--- config.mk ---
export PLATFORM = sky130hd
export DESIGN_NAME = cla_adder_pipe_flat
export DESIGN_NICKNAME = d
export VERILOG_FILES = /design/src/rtl/cla_pkg.sv /design/src/rtl/cla_adder_pipe_if.sv /design/src/rtl/cla_group4.sv /design/src/rtl/cla_adder_pipe.sv /design/src/flat_wrapper.sv
export SDC_FILE = /design/constraint.sdc
export NUM_CORES = 1
export LEC_CHECK = 0
export CORE_MARGIN = 10
export CORE_UTILIZATION = 54
export DETAILED_ROUTE_END_ITERATION = 8
export GPL_TIMING_DRIVEN = 0
export MAX_ROUTING_LAYER = met4
export PLACE_DENSITY = 0.8
export SLEW_MARGIN = 20
export SYNTH_ARGS = -nofsm -noshare
export SYNTH_HDL_FRONTEND = slang
export SYNTH_SLANG_ARGS = --single-unit
--- constraint.sdc ---
create_clock -name clk -period 4 [get_ports clk]
set_input_delay 0.4 -clock clk [delete_from_list [all_inputs] [get_ports clk]]
set_output_delay 0.4 -clock clk [all_outputs]
set_load 0.05 [all_outputs]
--- src/rtl/cla_pkg.sv ---
// Shared constants, stage-partitioning helpers and the pipeline payload type
// for the pipelined carry-lookahead adder.
package cla_pkg;

   localparam int GROUP     = 32'sd4;
   localparam int MAX_WIDTH = 32'sd64;

   typedef struct packed {
      logic [MAX_WIDTH-1:0] sum;
      logic [MAX_WIDTH-1:0] a;
      logic [MAX_WIDTH-1:0] b;
      logic                 carry;
      logic                 ovf;
      logic                 valid;
   } payload_t;

   // Groups handled by compute stage k; the remainder lands in the last stage.
   function automatic int groups_in_stage(input int n_groups, input int n_stages, input int k);
      int base;
      base = n_groups / n_stages;
      if (k == n_stages - 32'sd1) begin
         groups_in_stage = base + (n_groups % n_stages);
      end else begin
         groups_in_stage = base;
      end
   endfunction

   function automatic int first_group(input int n_groups, input int n_stages, input int k);
      first_group = k * (n_groups / n_stages);
   endfunction

   function automatic int stage_of_group(input int n_groups, input int n_stages, input int g);
      int k;
      k = g / (n_groups / n_stages);
      if (k > n_stages - 32'sd1) begin
         stage_of_group = n_stages - 32'sd1;
      end else begin
         stage_of_group = k;
      end
   endfunction

endpackage

--- src/rtl/cla_adder_pipe_if.sv ---
// Operand/result handshake bundle of the pipelined adder; the master side
// offers operands and consumes results.
interface cla_adder_pipe_if #(parameter int WIDTH = 16);

   logic             in_valid;
   logic             in_ready;
   logic [WIDTH-1:0] A;
   logic [WIDTH-1:0] B;
   logic             Cin;
   logic             sub;
   logic             out_valid;
   logic             out_ready;
   logic [WIDTH-1:0] S;
   logic             Cout;
   logic             Ovf;

   modport master (
      output in_valid, A, B, Cin, sub, out_ready,
      input  in_ready, out_valid, S, Cout, Ovf
   );

   modport slave (
      input  in_valid, A, B, Cin, sub, out_ready,
      output in_ready, out_valid, S, Cout, Ovf
   );

endinterface

--- src/rtl/cla_group4.sv ---
// Combinational 4-bit carry-lookahead group. pg/gg expose the group
// propagate/generate terms for a second lookahead level.
module cla_group4 (
   input  logic [3:0] a,
   input  logic [3:0] b,
   input  logic       ci,
   output logic [3:0] s,
   output logic       co,
   output logic       pg,
   output logic       gg
);

   logic [3:0] g_s;
   logic [3:0] p_s;
   logic [4:0] c_s;

   assign g_s = a & b;
   assign p_s = a ^ b;

   assign c_s[0] = ci;
   assign c_s[1] = g_s[0] | (p_s[0] & ci);
   assign c_s[2] = g_s[1] | (p_s[1] & g_s[0]) | (p_s[1] & p_s[0] & ci);
   assign c_s[3] = g_s[2] | (p_s[2] & g_s[1]) | (p_s[2] & p_s[1] & g_s[0])
                 | (p_s[2] & p_s[1] & p_s[0] & ci);
   assign c_s[4] = g_s[3] | (p_s[3] & g_s[2]) | (p_s[3] & p_s[2] & g_s[1])
                 | (p_s[3] & p_s[2] & p_s[1] & g_s[0])
                 | (p_s[3] & p_s[2] & p_s[1] & p_s[0] & ci);

   assign gg = g_s[3] | (p_s[3] & g_s[2]) | (p_s[3] & p_s[2] & g_s[1])
             | (p_s[3] & p_s[2] & p_s[1] & g_s[0]);
   assign pg = &p_s;
   assign co = c_s[4];
   assign s  = p_s ^ c_s[3:0];

endmodule

--- src/rtl/cla_adder_pipe.sv ---
// Pipelined carry-lookahead adder/subtractor with valid/ready flow control.
// Stage 0 captures operands; compute stages resolve slices of 4-bit groups.
module cla_adder_pipe
   import cla_pkg::*;
#(
   parameter int WIDTH  = 16,
   parameter int STAGES = 2
) (
   input logic             clk,
   input logic             rst,
   cla_adder_pipe_if.slave bus
);

   localparam int N_GROUPS = WIDTH / GROUP;

   payload_t         pipe_r [0:STAGES];
   payload_t         in_s;
   logic             stall_s;
   logic [WIDTH-1:0] grp_sum_s;

   // A stalled output freezes every register, so in_ready drops with it.
   assign stall_s       = pipe_r[STAGES].valid && !bus.out_ready;
   assign bus.in_ready  = !stall_s && !rst;
   assign bus.out_valid = pipe_r[STAGES].valid;
   assign bus.S         = pipe_r[STAGES].sum[WIDTH-1:0];
   assign bus.Cout      = pipe_r[STAGES].carry;
   assign bus.Ovf       = pipe_r[STAGES].ovf;

   // Operand conditioning: subtraction is A + ~B + 1.
   always_comb begin
      in_s                = '0;
      in_s.a[WIDTH-1:0]   = bus.A;
      in_s.valid          = bus.in_valid;
      if (bus.sub) begin
         in_s.b[WIDTH-1:0] = ~bus.B;
         in_s.carry        = 1'b1;
      end else begin
         in_s.b[WIDTH-1:0] = bus.B;
         in_s.carry        = bus.Cin;
      end
   end

   // Input register stage.
   always_ff @(posedge clk) begin
      if (rst) begin
         pipe_r[0] <= '0;
      end else if (!stall_s) begin
         pipe_r[0] <= in_s;
      end else begin
         pipe_r[0] <= pipe_r[0];
      end
   end

   for (genvar g = 0; g < N_GROUPS; g++) begin : g_grp
      localparam int K = stage_of_group(N_GROUPS, STAGES, g);
      logic ci_s;
      logic co_s;
      logic pg_s;
      logic gg_s;

      if (g == first_group(N_GROUPS, STAGES, K)) begin : g_head
         assign ci_s = pipe_r[K].carry;
      end else begin : g_chain
         assign ci_s = g_grp[g-1].co_s;
      end

      cla_group4 u_grp (
         .a  (pipe_r[K].a[g*GROUP +: GROUP]),
         .b  (pipe_r[K].b[g*GROUP +: GROUP]),
         .ci (ci_s),
         .s  (grp_sum_s[g*GROUP +: GROUP]),
         .co (co_s),
         .pg (pg_s),
         .gg (gg_s)
      );
   end

   for (genvar k = 0; k < STAGES; k++) begin : g_stg
      localparam int FG   = first_group(N_GROUPS, STAGES, k);
      localparam int NG   = groups_in_stage(N_GROUPS, STAGES, k);
      localparam int LO   = FG * GROUP;
      localparam int NB   = NG * GROUP;
      localparam int LAST = FG + NG - 1;
      payload_t nxt_s;

      // Merge this slice's sum bits; only the final slice can judge overflow.
      always_comb begin
         nxt_s               = pipe_r[k];
         nxt_s.sum[LO +: NB] = grp_sum_s[LO +: NB];
         nxt_s.carry         = g_grp[LAST].co_s;
         if (k == STAGES - 1) begin
            nxt_s.ovf = g_grp[LAST].co_s ^ grp_sum_s[WIDTH-1]
                      ^ pipe_r[k].a[WIDTH-1] ^ pipe_r[k].b[WIDTH-1];
         end else begin
            nxt_s.ovf = 1'b0;
         end
      end

      // Compute-stage register.
      always_ff @(posedge clk) begin
         if (rst) begin
            pipe_r[k+1] <= '0;
         end else if (!stall_s) begin
            pipe_r[k+1] <= nxt_s;
         end else begin
            pipe_r[k+1] <= pipe_r[k+1];
         end
      end
   end

endmodule

--- src/flat_wrapper.sv ---
// flat-port wrapper written by rule: the top's interface ports become plain ports
module cla_adder_pipe_flat import cla_pkg::*;
#(
   parameter int WIDTH  = 16,
   parameter int STAGES = 2
)
  (clk, rst, bus_in_valid, bus_A, bus_B, bus_Cin, bus_sub, bus_out_ready, bus_in_ready, bus_out_valid, bus_S, bus_Cout, bus_Ovf);
  cla_adder_pipe_if #(.WIDTH(WIDTH)) bus_i ();
  input logic clk;
  input logic rst;
  input wire logic [$bits(bus_i.in_valid)-1:0] bus_in_valid;
  input wire logic [$bits(bus_i.A)-1:0] bus_A;
  input wire logic [$bits(bus_i.B)-1:0] bus_B;
  input wire logic [$bits(bus_i.Cin)-1:0] bus_Cin;
  input wire logic [$bits(bus_i.sub)-1:0] bus_sub;
  input wire logic [$bits(bus_i.out_ready)-1:0] bus_out_ready;
  output wire logic [$bits(bus_i.in_ready)-1:0] bus_in_ready;
  output wire logic [$bits(bus_i.out_valid)-1:0] bus_out_valid;
  output wire logic [$bits(bus_i.S)-1:0] bus_S;
  output wire logic [$bits(bus_i.Cout)-1:0] bus_Cout;
  output wire logic [$bits(bus_i.Ovf)-1:0] bus_Ovf;
  assign bus_i.in_valid = bus_in_valid;
  assign bus_i.A = bus_A;
  assign bus_i.B = bus_B;
  assign bus_i.Cin = bus_Cin;
  assign bus_i.sub = bus_sub;
  assign bus_i.out_ready = bus_out_ready;
  assign bus_in_ready = bus_i.in_ready;
  assign bus_out_valid = bus_i.out_valid;
  assign bus_S = bus_i.S;
  assign bus_Cout = bus_i.Cout;
  assign bus_Ovf = bus_i.Ovf;
  cla_adder_pipe #(.WIDTH(WIDTH), .STAGES(STAGES)) u_core (.clk(clk), .rst(rst), .bus(bus_i));
endmodule
### Word level (Yosys, flattened, before mapping)

Memory sizes are Yosys's and may differ from the RTL's.
Index checks and enable logic that the tools add are counted.
Widths: inputs -> output; s select.

| cells by class | value |
|---|---|
| muxes and demuxes | 15 |
| reduce and logical (&&, ||, !) cells | 5 |
| bitwise operators | 126 |

Operators by type and width:

| operator | number |
|---|---|
| $mux 195 | 6 |
| $and 1x1->1 | 64 |
| $or 1x1->1 | 46 |
| $xor 4x4->4 | 8 |
| $mux 17 | 1 |
| $and 4x4->4 | 4 |
| $not 16->16 | 1 |
| $mux 1 | 8 |
| $logic_not 1->1 | 3 |
| $xor 1x1->1 | 3 |
| $logic_and 1x1->1 | 2 |

| word-level totals | value |
|---|---|
| input bits | 38 |
| memories | 1 |
| word-level logic and storage cells | 147 |
| RAM bits | 585 |
| flip-flop bits (word level) | 0 |

Memories:

| name | words | bits a word | rd ports | clocked after Yosys merged registers in | write ports | RTL line | RTL |
|---|---|---|---|---|---|---|---|
| u_core.pipe_r | 3 | 195 | 3 | 0 | 3 | cla_adder_pipe.sv:16 | `payload_t pipe_r [0:STAGES];` |

### Logic depth before layout (Yosys ltp)

An unclocked memory read counts as a cell.

| depth | value |
|---|---|
| word-level depth | 15 |
| mapped depth | 8 |
| depth with buffers taken out | 8 |

### Modules after synthesis

Synthesis repeated with hierarchy kept, for this count alone.

| second synthesis, totals | value |
|---|---|
| cells, all modules | 284 |
| area, all modules | 3,928.8 sq um |

Modules (own cells, without submodules):

| module | cells an instance | area each (sq um) | instances |
|---|---|---|---|
| cla_adder_pipe | 192 | 3,103.0 | 1 |
| cla_group4 | 23 | 206.4 | 4 |

### Worst setup path after synthesis

OpenSTA, ideal clock, no wires.

| path | value |
|---|---|
| kind | register to register |
| start | memory u_core.pipe_r[2][0] in the netlist's numbering |
| end | memory u_core.pipe_r[0][0] in the netlist's numbering (enable) |
| cell stages (with the launch flop) | 2 |
| setup time | 989 ps |
| arrival | 2,560 ps |
| setup slack | 451 ps |
| clock period less this slack | 3,549 ps |
| path buffers | 0 |
| required time | 3,011 ps |
| cells stage by stage | edfxtp_1 -> nand3_1 |

RTL lines:

| element | RTL line |
|---|---|
| from (decl) | cla_adder_pipe.sv:16 |

### Final worst setup path

| path | value |
|---|---|
| start | input port rst |
| end | output port bus_in_ready |

| on the way | value |
|---|---|
| cells in the longest elaborated chain, start to end | 2 |

Ends and longest elaborated chain:

| element | RTL line | RTL |
|---|---|---|
| from (decl) | flat_wrapper.sv:10 | `input logic rst;` |
| $logic_not 1->1 | cla_adder_pipe.sv:23 | `assign bus.in_ready = !stall_s && !rst;` |
| $logic_and 1x1->1 | cla_adder_pipe.sv:23 |  |
| to (decl) | flat_wrapper.sv:17 | `output wire logic [$bits(bus_i.in_ready)-1:0] bus_in_ready;` |

No other way between the ends.

==> results.md <==
- Final-stage net count: around 420
- Worst hold path depth: 1
- Layout fillers: ~500
- Crit end category: output port
- Antenna viol nets, final: 0
- IO Pins: 58
- CP most frequent cell: clkdlybuf4s50_1
- Top_reg_cell synth: edfxtp_1
- Largest net degree at the start of global routing: 55
- Placed cell count: 444
- Routed WL per cell: between 10 and 15 µm
- R2r startpoint: u_core.pipe_r[1][11]
- Layout cell share with drive strength beyond 1: under 10%
- Final hold vios: 0
- Setup crit start kind: input pin
- Unrepaired setup endpoints after global routing: false
- Peak VDD IR: 0.2155 mV
- Max FFs per register: 79
- Worst reg-to-reg path cell count: 7
- Clock root buffer: clkbuf_8
- Synthesized area per cell: 13.05 µm²
- Warnings, synthesis: 0
- Hold Startpoint: u_core.pipe_r[0][76]
- Die Area: 10,790 µm²
- CP max-delay cell: clkdlybuf4s50_1
- Crit Reg-Reg Endpoint: u_core.pipe_r[2][144]
- GRT overflow: 0
- TritonRoute pass-1 iters: 4
- Die width: approximately 100 µm
- Synth Cell Area: 3797 µm²
- Crit-path leading delay family: buffers and inverters
- Starting DRT DRC Count: 103
- Num CTS Buffers: 9
- CP max stage delay: between 0.8 and 0.9 ns
- Clk_lat worst skew: between 0.3 and 0.4 ns
- Worst-case clock buffer depth: 2
- Sequential Area: between 2000 and 2500 µm²
- Dpl ws: around 1.0 ns
- Worst setup path category: in -> out
- Regs by FF count: u_core.pipe_r (79)
- Pwr Density: ~390 nW/µm²
- Hold slack: between 0.5 and 0.6 ns
- Post-synth EDFFs: roughly 80
- Status: complete, no violations
- Area occupied by multi-input gates: roughly 1300 µm²
- First-pass GRT wire length: approximately 11,000 µm
- Max-Slew Margin vs Limit: between 60% and 70%
- PnR worst setup slack: ~1.1 ns
- PortBufs: 56
- Area Growth Syn to Fin: 23.03%
- Tmin final: roughly 2.9 ns
- Synth Instances: around 290
- Post-CTS sizing: 0
- Hpwl dp: 4901 µm
- Clock sink count: 79
- Die height: roughly 100 µm
- Worst setup path startpoint: rst
- Drt total wl: 6495 µm
- TritonCTS clock tree: yes
- Worst-path maximum fanout: 10
- Worst Clk Skew: ~0.006 ns
- Max Cap Viol: 0
- Largest register by flop count: u_core.pipe_r
- Setup bufs post-CTS: 0
- RePlAce Congestion: a little under 0.9
- Final period util: 73.57%
- Final setup TNS: 0 ns
- Cts hold-fix bufs: 0
- Max Freq: roughly 0.34 GHz
- Buf/Inv on CP: 5
- Max-slew violations: 0
- Non-Filler Instances: between 400 and 500
- Ys async rst share: 0%
- Starting Density: between 50% and 60%
- Gr usage total: about 13%
- Clk slew on worst S/H paths: approximately 0.080 ns
- Seq/Total Area, Yosys: between 60% and 70%
- Vias in the first global route: approximately 2.4k
- Critical path data arrival time: between 2 and 3 ns
- Hold Crit Class: reg -> reg
- Crit path cell chain: clkdlybuf4s50_1 -> a21o_1 -> buf_2 -> inv_2 -> clkbuf_1 -> clkdlybuf4s50_1
- H-tree levels: 3
- Setup slack, reg-to-reg: 1.66 ns
- Site Rows: 30
- Initial antenna violation count: 0
- Via count: 2,313
- Core area: between 6000 and 7000 µm²
- Via-per-instance ratio: approximately 5
- Diode count: 0
- Post-synth cell types: between 40 and 50
- Lkg Pwr: approximately 1.9 nW
- Worst hold path endpoint: u_core.pipe_r[1][76]
- Worst-margin pin slew: 0.5077 ns
- Number of remaining DRC errors: 0
- Setup violations, final: 0
- Mapped Nets: 349
- Seq cells post-synth: 79
- Critical Path RT: 3.60 ns
cell usage after synthesis (3+ instances only):
| cell | instances | share of area (%) |
|---|---|---|
| and2_1 | 34 | 5.6 |
| ha_1 | 16 | 5.3 |
| nand3_1 | 5 | 0.66 |
| o211ai_1 | 3 | 0.59 |
| buf_1 | 3 | 0.30 |
| nand2_1 | 3 | 0.30 |
| clkbuf_1 | 6 | 0.59 |
| nor2_1 | 39 | 3.9 |
| a2111oi_0 | 3 | 0.69 |
| inv_1 | 15 | 1.5 |
| nor3_1 | 3 | 0.40 |
| a21oi_1 | 10 | 1.3 |
| a21o_1 | 5 | 0.99 |
| fa_1 | 4 | 2.1 |
| xor2_1 | 4 | 0.92 |
| xnor2_1 | 21 | 4.8 |
| nor2b_1 | 11 | 1.8 |
| edfxtp_1 | 79 | 62 |
placed cells by master (no fill, tap or decap), types with 3 or more instances in the layout:
cell and n:
a2111oi_0 3, a21o_1 5, a21oi_1 10, and2_1 34, buf_1 3, clkbuf_1 7, clkbuf_8 9, clkdlybuf4s50_1 56
clkinv_2 3, edfxtp_1 79, fa_1 4, ha_1 16, inv_1 15, nand2_1 3, nand3_1 4, nor2_1 39
nor2b_1 11, nor3_1 3, o211ai_1 3, xnor2_1 21, xor2_1 4
kinds of logic after synthesis:
kind of cell               count (synthesis)  synth area share [%]
AOI/OAI and AO/OA                         33                 6.459
adders and majority gates                 20                 7.381
xor gates and xnor gates                  26                 6.195
DFF                                       79                 62.47
muxes                                      2                0.5601
buffers and inverters                     27                 2.735
and+or+nand+nor                          104                 14.20
how the worst max path moves through the flow:
stage	endpoint	slack [ns]	depth (start not counted)
after floorplan	u_core.pipe_r[0][0]	0.45	1
after global placement	u_core.pipe_r[0][11]	-0.81	4
after detailed placement	bus_in_ready	1.04	6
after CTS	bus_in_ready	1.04	6
after global routing	bus_in_ready	0.94	6
final	bus_in_ready	1.06	6
through the flow:
| step | total power, mW | utilization (%) | cell area [µm²] |
|---|---|---|---|
| 2_1_floorplan | 1.260 | - | 3797 |
| 3_3_place_gp | 1.363 | 65.55 | 4478 |
| 3_5_place_dp | 1.378 | 66.14 | 4518 |
| 4_1_cts | 1.855 | 68.39 | 4672 |
| 5_1_grt | 1.930 | 68.39 | 4672 |
| 6_report | 1.844 | 68.39 | 4672 |
worst register-to-register path, delay by kind of cell, from the launching register on:
kind	cells	cell delay [ns]
adders and majority gates	2	0.69
and+or+nand+nor	3	0.61
DFF	1	0.43
AOI/OAI and AO/OA	1	0.22
xor gates and xnor gates	1	0.14
routing by layer:
layer	track usage, %	part of all wire, %	wire length (µm)
met1	14.83	45	2895
met2	20.50	49	3165
met3	3.036	4.6	299
met4	6.163	2.0	133
met5	-	0	0
where the power goes:
part	internal [mW]	switching, mW
Combinational	0.147	0.191
Clock	0.217	0.270
Sequential	0.994	0.0239
Total	1.36	0.485
final cells by class:
cell class	count	share of cell area (%)
Buffer	11	0.9373
Clock buffer	10	2.732
Clock inverter	5	0.5624
Inverter	16	1.285
Multi-Input combinational cell	185	28.55
Sequential cell	79	50.78
Tap cell	96	2.571
Timing Repair Buffer	57	12.59
Note: power is estimated with default switching activity, not from simulation.
